### config.mk
export PLATFORM = sky130hd
export DESIGN_NAME = regfile_wb_arbiter_flat
export DESIGN_NICKNAME = d
export VERILOG_FILES = /design/src/rtl/regfile_wb_if.sv /design/src/rtl/regfile_wb_arbiter.sv /design/src/flat_wrapper.sv
export SDC_FILE = /design/constraint.sdc
export NUM_CORES = 1
export LEC_CHECK = 0
export CELL_PAD_IN_SITES_DETAIL_PLACEMENT = 1
export CELL_PAD_IN_SITES_GLOBAL_PLACEMENT = 2
export CORE_MARGIN = 2
export CORE_UTILIZATION = 23
export DETAILED_ROUTE_END_ITERATION = 8
export PLACE_DENSITY = 0.82
export SLEW_MARGIN = 20
export SYNTH_ARGS = -nofsm -noshare
export SYNTH_HDL_FRONTEND = slang
export SYNTH_SLANG_ARGS = --single-unit
export TNS_END_PERCENT = 1
### constraint.sdc
create_clock -name clk -period 2.54 [get_ports clk]
set_input_delay 0.381 -clock clk [delete_from_list [all_inputs] [get_ports clk]]
set_output_delay 0.381 -clock clk [all_outputs]
set_load 0.02 [all_outputs]
### src/rtl/regfile_wb_if.sv
// ---------------------------------------------------------------------------
// regfile_wb_if
//
// Purpose: bundles every bus signal of regfile_wb_arbiter. That covers the two
// writeback request ports, the decode-side scoreboard query, the register-file
// write port and the debug view of the arbiter state.
//
// Handshake: a request is accepted on a rising edge where valid && ready.
// ready only depends on valid and on arbiter state, never on data. A
// requester holds valid/addr/data stable until it sees ready.
//
// Modports:
//   slave  - the arbiter side. It receives requests and drives ready, stall,
//            the regfile write port, busy and the debug state.
//   master - the environment side (execute/memory stages, decode, regfile).
//
// Signal summary:
//   a_valid/a_addr/a_data/a_ready  ALU writeback request (port A)
//   b_valid/b_addr/b_data/b_ready  load writeback request (port B)
//   issue_valid/issue_addr         decode marks a destination as pending
//   ReadAddr1/ReadAddr2/use1/use2  decode source operands for the hazard check
//   stall                          RAW hazard on a used source
//   RegWrite/WriteAddr/WriteData   register-file write port
//   busy                           pending-write scoreboard
//   dbg_starve_cnt                 starvation counter (0 in round-robin builds)
//   dbg_rr_a                       round-robin pointer, 1 = A preferred next
// ---------------------------------------------------------------------------
interface regfile_wb_if;
    logic        a_valid;
    logic [4:0]  a_addr;
    logic [31:0] a_data;
    logic        a_ready;
    logic        b_valid;
    logic [4:0]  b_addr;
    logic [31:0] b_data;
    logic        b_ready;
    logic        issue_valid;
    logic [4:0]  issue_addr;
    logic [4:0]  ReadAddr1;
    logic [4:0]  ReadAddr2;
    logic        use1;
    logic        use2;
    logic        stall;
    logic        RegWrite;
    logic [4:0]  WriteAddr;
    logic [31:0] WriteData;
    logic [31:0] busy;
    logic [3:0]  dbg_starve_cnt;
    logic        dbg_rr_a;

    modport slave (
        input  a_valid, a_addr, a_data, b_valid, b_addr, b_data,
        input  issue_valid, issue_addr, ReadAddr1, ReadAddr2, use1, use2,
        output a_ready, b_ready, stall, RegWrite, WriteAddr, WriteData, busy,
        output dbg_starve_cnt, dbg_rr_a
    );

    modport master (
        output a_valid, a_addr, a_data, b_valid, b_addr, b_data,
        output issue_valid, issue_addr, ReadAddr1, ReadAddr2, use1, use2,
        input  a_ready, b_ready, stall, RegWrite, WriteAddr, WriteData, busy,
        input  dbg_starve_cnt, dbg_rr_a
    );
endinterface

### src/rtl/regfile_wb_arbiter.sv
// ---------------------------------------------------------------------------
// regfile_wb_arbiter
//
// Purpose: shares the single register-file write port between the ALU
// writeback (port A) and the load writeback (port B). It also keeps a 32-bit
// scoreboard of registers with a write in flight, so decode can stall on
// RAW hazards.
//
// Ports:
//   clk    rising-edge clock
//   reset  synchronous, active-high reset
//   wb     regfile_wb_if.slave. It carries the request ports, the scoreboard
//          query, the regfile write port and the debug state.
//
// Parameters:
//   STARVE_MAX  number of consecutive lost arbitrations port A may suffer
//               while valid before it is force-granted (1..15).
//
// Configuration macro:
//   WB_RR_EN  when defined, round-robin arbitration replaces the fixed
//             B-over-A priority and the starvation guard. The pointer starts
//             on A and only moves on a contested grant. The counter reads 0.
//
// Timing: an accepted request appears on RegWrite/WriteAddr/WriteData exactly
// one cycle later. A write to r0 is consumed but produces no RegWrite pulse.
// ---------------------------------------------------------------------------
module regfile_wb_arbiter #(
    parameter int STARVE_MAX = 3
) (
    input logic        clk,
    input logic        reset,
    regfile_wb_if.slave wb
);

    logic [3:0]  starve_q, starve_d;
    logic        rr_a_q, rr_a_d;
    logic        reg_write_q, reg_write_d;
    logic [4:0]  waddr_q, waddr_d;
    logic [31:0] wdata_q, wdata_d;
    logic [31:0] busy_q, busy_d;
    logic        grant_a, grant_b;

    // Arbitration. Both grants are held low during reset, so nothing can be
    // accepted on a reset edge.
`ifdef WB_RR_EN
    always_comb begin
        grant_a  = 1'b0;
        grant_b  = 1'b0;
        rr_a_d   = rr_a_q;
        starve_d = '0;
        if (!reset) begin
            if (wb.a_valid && wb.b_valid) begin
                // Contested: serve the preferred port, then hand preference over.
                grant_a = rr_a_q;
                grant_b = !rr_a_q;
                rr_a_d  = !rr_a_q;
            end else begin
                grant_a = wb.a_valid;
                grant_b = wb.b_valid;
            end
        end
    end
`else
    localparam logic [3:0] STARVE_CAP = 4'(STARVE_MAX);
    logic force_a;

    always_comb begin
        grant_a  = 1'b0;
        grant_b  = 1'b0;
        rr_a_d   = rr_a_q;
        starve_d = starve_q;
        force_a  = (starve_q == STARVE_CAP);
        if (!reset) begin
            grant_a = wb.a_valid && (!wb.b_valid || force_a);
            grant_b = wb.b_valid && !grant_a;
        end
        // The counter measures how long A has waited. It restarts once A is
        // served or A stops asking. It saturates so the force stays asserted.
        if (!wb.a_valid || grant_a) begin
            starve_d = '0;
        end else if (!force_a) begin
            starve_d = starve_q + 4'd1;
        end
    end
`endif

    // Output register: loads on accept. When nothing is accepted, the address
    // and data hold their values and RegWrite drops.
    always_comb begin
        reg_write_d = 1'b0;
        waddr_d     = waddr_q;
        wdata_d     = wdata_q;
        if (grant_a) begin
            reg_write_d = (wb.a_addr != 5'd0);
            waddr_d     = wb.a_addr;
            wdata_d     = wb.a_data;
        end else if (grant_b) begin
            reg_write_d = (wb.b_addr != 5'd0);
            waddr_d     = wb.b_addr;
            wdata_d     = wb.b_data;
        end
    end

    // Scoreboard: a bit clears on the edge where the regfile commits it. The
    // set is applied after the clear, so a new issue to the same register wins.
    always_comb begin
        busy_d = busy_q;
        if (reg_write_q) begin
            busy_d[waddr_q] = 1'b0;
        end
        if (wb.issue_valid && (wb.issue_addr != 5'd0)) begin
            busy_d[wb.issue_addr] = 1'b1;
        end
        busy_d[0] = 1'b0;
    end

    always_ff @(posedge clk) begin
        if (reset) begin
            starve_q    <= '0;
            rr_a_q      <= 1'b1;
            reg_write_q <= 1'b0;
            waddr_q     <= '0;
            wdata_q     <= '0;
            busy_q      <= '0;
        end else begin
            starve_q    <= starve_d;
            rr_a_q      <= rr_a_d;
            reg_write_q <= reg_write_d;
            waddr_q     <= waddr_d;
            wdata_q     <= wdata_d;
            busy_q      <= busy_d;
        end
    end

    assign wb.a_ready   = grant_a;
    assign wb.b_ready   = grant_b;
    assign wb.RegWrite  = reg_write_q;
    assign wb.WriteAddr = waddr_q;
    assign wb.WriteData = wdata_q;
    assign wb.busy      = busy_q;
    assign wb.stall     = (wb.use1 && (wb.ReadAddr1 != 5'd0) && busy_q[wb.ReadAddr1]) ||
                          (wb.use2 && (wb.ReadAddr2 != 5'd0) && busy_q[wb.ReadAddr2]);
    assign wb.dbg_starve_cnt = starve_q;
    assign wb.dbg_rr_a       = rr_a_q;

endmodule

### src/flat_wrapper.sv
// flat-port wrapper written by rule: the top's interface ports become plain ports
module regfile_wb_arbiter_flat 
#(
    parameter int STARVE_MAX = 3
)
  (clk, reset, wb_a_valid, wb_a_addr, wb_a_data, wb_b_valid, wb_b_addr, wb_b_data, wb_issue_valid, wb_issue_addr, wb_ReadAddr1, wb_ReadAddr2, wb_use1, wb_use2, wb_a_ready, wb_b_ready, wb_stall, wb_RegWrite, wb_WriteAddr, wb_WriteData, wb_busy, wb_dbg_starve_cnt, wb_dbg_rr_a);
  regfile_wb_if wb_i ();
  input logic clk;
  input logic reset;
  input wire logic [$bits(wb_i.a_valid)-1:0] wb_a_valid;
  input wire logic [$bits(wb_i.a_addr)-1:0] wb_a_addr;
  input wire logic [$bits(wb_i.a_data)-1:0] wb_a_data;
  input wire logic [$bits(wb_i.b_valid)-1:0] wb_b_valid;
  input wire logic [$bits(wb_i.b_addr)-1:0] wb_b_addr;
  input wire logic [$bits(wb_i.b_data)-1:0] wb_b_data;
  input wire logic [$bits(wb_i.issue_valid)-1:0] wb_issue_valid;
  input wire logic [$bits(wb_i.issue_addr)-1:0] wb_issue_addr;
  input wire logic [$bits(wb_i.ReadAddr1)-1:0] wb_ReadAddr1;
  input wire logic [$bits(wb_i.ReadAddr2)-1:0] wb_ReadAddr2;
  input wire logic [$bits(wb_i.use1)-1:0] wb_use1;
  input wire logic [$bits(wb_i.use2)-1:0] wb_use2;
  output wire logic [$bits(wb_i.a_ready)-1:0] wb_a_ready;
  output wire logic [$bits(wb_i.b_ready)-1:0] wb_b_ready;
  output wire logic [$bits(wb_i.stall)-1:0] wb_stall;
  output wire logic [$bits(wb_i.RegWrite)-1:0] wb_RegWrite;
  output wire logic [$bits(wb_i.WriteAddr)-1:0] wb_WriteAddr;
  output wire logic [$bits(wb_i.WriteData)-1:0] wb_WriteData;
  output wire logic [$bits(wb_i.busy)-1:0] wb_busy;
  output wire logic [$bits(wb_i.dbg_starve_cnt)-1:0] wb_dbg_starve_cnt;
  output wire logic [$bits(wb_i.dbg_rr_a)-1:0] wb_dbg_rr_a;
  assign wb_i.a_valid = wb_a_valid;
  assign wb_i.a_addr = wb_a_addr;
  assign wb_i.a_data = wb_a_data;
  assign wb_i.b_valid = wb_b_valid;
  assign wb_i.b_addr = wb_b_addr;
  assign wb_i.b_data = wb_b_data;
  assign wb_i.issue_valid = wb_issue_valid;
  assign wb_i.issue_addr = wb_issue_addr;
  assign wb_i.ReadAddr1 = wb_ReadAddr1;
  assign wb_i.ReadAddr2 = wb_ReadAddr2;
  assign wb_i.use1 = wb_use1;
  assign wb_i.use2 = wb_use2;
  assign wb_a_ready = wb_i.a_ready;
  assign wb_b_ready = wb_i.b_ready;
  assign wb_stall = wb_i.stall;
  assign wb_RegWrite = wb_i.RegWrite;
  assign wb_WriteAddr = wb_i.WriteAddr;
  assign wb_WriteData = wb_i.WriteData;
  assign wb_busy = wb_i.busy;
  assign wb_dbg_starve_cnt = wb_i.dbg_starve_cnt;
  assign wb_dbg_rr_a = wb_i.dbg_rr_a;
  regfile_wb_arbiter #(.STARVE_MAX(STARVE_MAX)) u_core (.clk(clk), .reset(reset), .wb(wb_i));
endmodule
==> metrics.yaml <==
clock_skew_ns: 0.00523
track_usage_pct: 16.2
rows: 46
rr_endpoint: "u_core.wb.WriteData[23]$_SDFFE_PP0P_"
mostFrequentLayoutCell: "clkdlybuf4s50_1"
maxSlewViolCount: 0
period_minus_slack_ns: 2.45
synth_warnings: 0
r2r_cells: 7
p_clk_share_pct: 40.3
core_mm2: 0.0157
gp_congestion: 0.788
crit_buf_inv: 3
clkTransAtPathRegs_ns: 0.06
drive_gt1_share_pct: 10.2
io_pins: 174
yosysUniqueCellTypes: 36
fin_util_pct: 38.3
ys_seq_area_share_pct: 39.9
power.total_w: 0.00314
setup-violations-final: 0
relSlewSlack_pct: 49.9
syn_area_mm2: 0.00366
p_switching_w: 0.000815
grt_pass1_vias: 3935
min_path_type: "flip-flop to flip-flop"
postSynthCellCount: 401
numCtsBuffers: 9
required_ns: 2.16
num_antenna_cells: 0
grt-ovfl-total: 0
swShare_pct: 26.0
place_ws_ns: -0.500
cts_tree: "yes"
drt_iter0_drc: 93
r2r_slack_ns: 0.37
die_w_um: 130
cp_max_fo: 10
setup_slack_ns: 0.0868
p_leak_nw: 2.09
cts_sinks: 73
grt_pass1_wl_um: 21200
crit_arrival_ns: 2.07
syn_nets: 498
worstSkewPairLatency_ns: 0.33
syn_avg_cell_area_um2: 9.13
slowest_stage: "clkdlybuf4s50_1"
mostFrequentLayoutCells: "clkdlybuf4s50_1, dfxtp_1, nor2_1"
place_hpwl_um: 10500
ir_drop_uv: 211
rsz0062_at_grt: "false"
die_area_mm2: 0.0169
end_kind: "output pin"
cpPeakStageDelay_ns: 0.48
cp_cell_sequence: "clkdlybuf4s50_1, buf_6, mux4_2, nor3b_1, a21oi_1, a22oi_1, o22ai_2, buf_4"
worst_slew_pin_slew_ns: 0.751
path_delay_family: "buffers and inverters"
wirelength_um: 14200
grt_max_degree: 75
io_buffers: 171
cap_violations: 0
p_seq_share_pct: 39.8
wl_per_cell_um: 17.9
ys_ff_latch: 73
fmax_mhz: 408
crit_path_start: "wb_ReadAddr2[1]"
hold_viol_final: 0
path_class: "primary input to output pin"
start_kind: "primary input"
start_util_pct: 23.3
areaGrowthSynthToFinish_pct: 64.3
routed_via_density: 4.77
p_comb_share_pct: 20.0
crit_end: "wb_stall"
status: "completed"
antenna_found_initial: 0
nNetsFinal: 669
cts_max_path_buffers: 2
powerDensity_mw_per_mm2: 521
die_h_um: 130
intPower_w: 0.00232
cp_num_cells: 8
worstReg2RegStart: "u_core.wb.dbg_starve_cnt[0]$_SDFFE_PP0N_"
routed-via-count: 3785
min_period_over_period_pct: 96.6
htree_levels: 3
first_pass_iters: 4
drc_errors: 0
root_buffer: "clkbuf_16"
ant_nets: 0
[layout make-up]
type | count | area [um2]
multi-input cells | 292 | 2060
clock buffers | 13 | 250
flip-flops and latches | 73 | 1460
repair buffers | 191 | 1920
inverters | 5 | 18.8
fillers | 1786 | 9700
well taps | 216 | 270
clock inverters | 3 | 40.0
[registers in the layout, summed over array words and instances (netlist names)]
name / count
u_core.wb.busy: 31
u_core.wb.WriteAddr: 5
u_core.wb.dbg_starve_cnt: 4
u_core.wb.RegWrite: 1
u_core.wb.WriteData: 32
[synth_stat cells]
library cell	instances	share of area [%]
mux2_2	1	0.31
or3b_2	3	0.72
nor2_1	47	4.8
a211oi_2	1	0.34
buf_4	4	0.82
nand3b_1	7	1.4
buf_6	2	0.62
nand3_1	4	0.55
nor2b_1	1	0.17
or3_1	1	0.17
o22ai_1	1	0.17
clkbuf_1	23	2.4
a21oi_1	34	4.6
xor2_1	1	0.24
a211oi_1	37	7.6
a22oi_1	1	0.21
and3_1	2	0.34
a21o_1	1	0.21
mux2i_1	42	11
mux4_2	15	9.2
ha_1	1	0.34
conb_1	2	0.21
o21ai_0	34	4.6
a221o_1	1	0.27
buf_2	2	0.27
inv_1	5	0.51
nand4_1	2	0.34
nor3_1	2	0.27
or4_1	2	0.41
o211a_1	1	0.27
nand2_1	38	3.9
dfxtp_1	73	40
nor3b_1	5	1.0
or3b_1	1	0.24
and3b_1	3	0.72
xnor2_1	1	0.24
[per-stage QoR]
stage / cells / area [um2] / TNS, ns / hold WS (ns)
3_3_place_gp: 772 / 5660 / -0.495 / 0.439
3_5_place_dp: 772 / 5660 / -0.500 / 0.461
5_1_grt: 793 / 6010 / 0 / 0.516
4_1_cts: 790 / 5970 / 0 / 0.478
2_1_floorplan: 401 / 3660 / 0 / 0.517
6_report: 793 / 6010 / 0 / 0.471
[cell families (layout without fill, tap and decap cells)]
kind of cell / Yosys count / count (layout) / synth area share (%)
and+or+nand+nor: 118 / 118 / 15.1
AOI/OAI and AO/OA: 111 / 111 / 18.4
DFF: 73 / 73 / 39.9
muxes: 58 / 58 / 21.0
buffers and inverters: 36 / 212 / 4.58
other: 2 / 2 / 0.205
xor gates and xnor gates: 2 / 2 / 0.479
adders and majority gates: 1 / 1 / 0.342
[power by group through the flow]
stage	clock network, W	registers, W	logic (W)
after floorplan	0	0.00132	0.000219
after global placement	0	0.00127	0.000610
after detailed placement	0	0.00127	0.000621
after CTS	0.00129	0.00125	0.000624
after global routing	0.00136	0.00126	0.000675
final	0.00126	0.00125	0.000626
[what timing repair did]
action | CTS | global route
resized for setup | 9 | 4
cloned | 0 | 2
pin swaps | 0 | 1
setup endpoints to repair | 3 | 2
setup buffers | 2 | 1
hold buffers | 0 | 0
[metal layers]
metal / vias up / GRT usage (%) / share of wire, %
li1: 1805 / - / -
met1: 1807 / 19.2 / 41
met2: 163 / 27.2 / 48
met3: 10 / 6.68 / 10
met4: 0 / 4.17 / 1.0
met5: - / 0 / 0
[how the worst min path moves through the flow]
| stage | end | slack [ns] | cells after the start | startpoint |
|---|---|---|---|---|
| 5_1_grt | u_core.wb.dbg_starve_cnt[0]$_SDFFE_PP0N_ | 0.52 | 1 | u_core.wb.dbg_starve_cnt[0]$_SDFFE_PP0N_ |
| 3_5_place_dp | u_core.wb.dbg_starve_cnt[0]$_SDFFE_PP0N_ | 0.46 | 1 | u_core.wb.dbg_starve_cnt[0]$_SDFFE_PP0N_ |
| 2_1_floorplan | u_core.wb.RegWrite$_SDFF_PP0_ | 0.52 | 2 | wb_b_addr[3] |
| 6_report | u_core.wb.dbg_starve_cnt[0]$_SDFFE_PP0N_ | 0.47 | 1 | u_core.wb.dbg_starve_cnt[0]$_SDFFE_PP0N_ |
| 4_1_cts | u_core.wb.dbg_starve_cnt[0]$_SDFFE_PP0N_ | 0.48 | 1 | u_core.wb.dbg_starve_cnt[0]$_SDFFE_PP0N_ |
| 3_3_place_gp | u_core.wb.dbg_starve_cnt[0]$_SDFFE_PP0N_ | 0.44 | 1 | u_core.wb.dbg_starve_cnt[0]$_SDFFE_PP0N_ |
(Power assumes the default switching activity.)
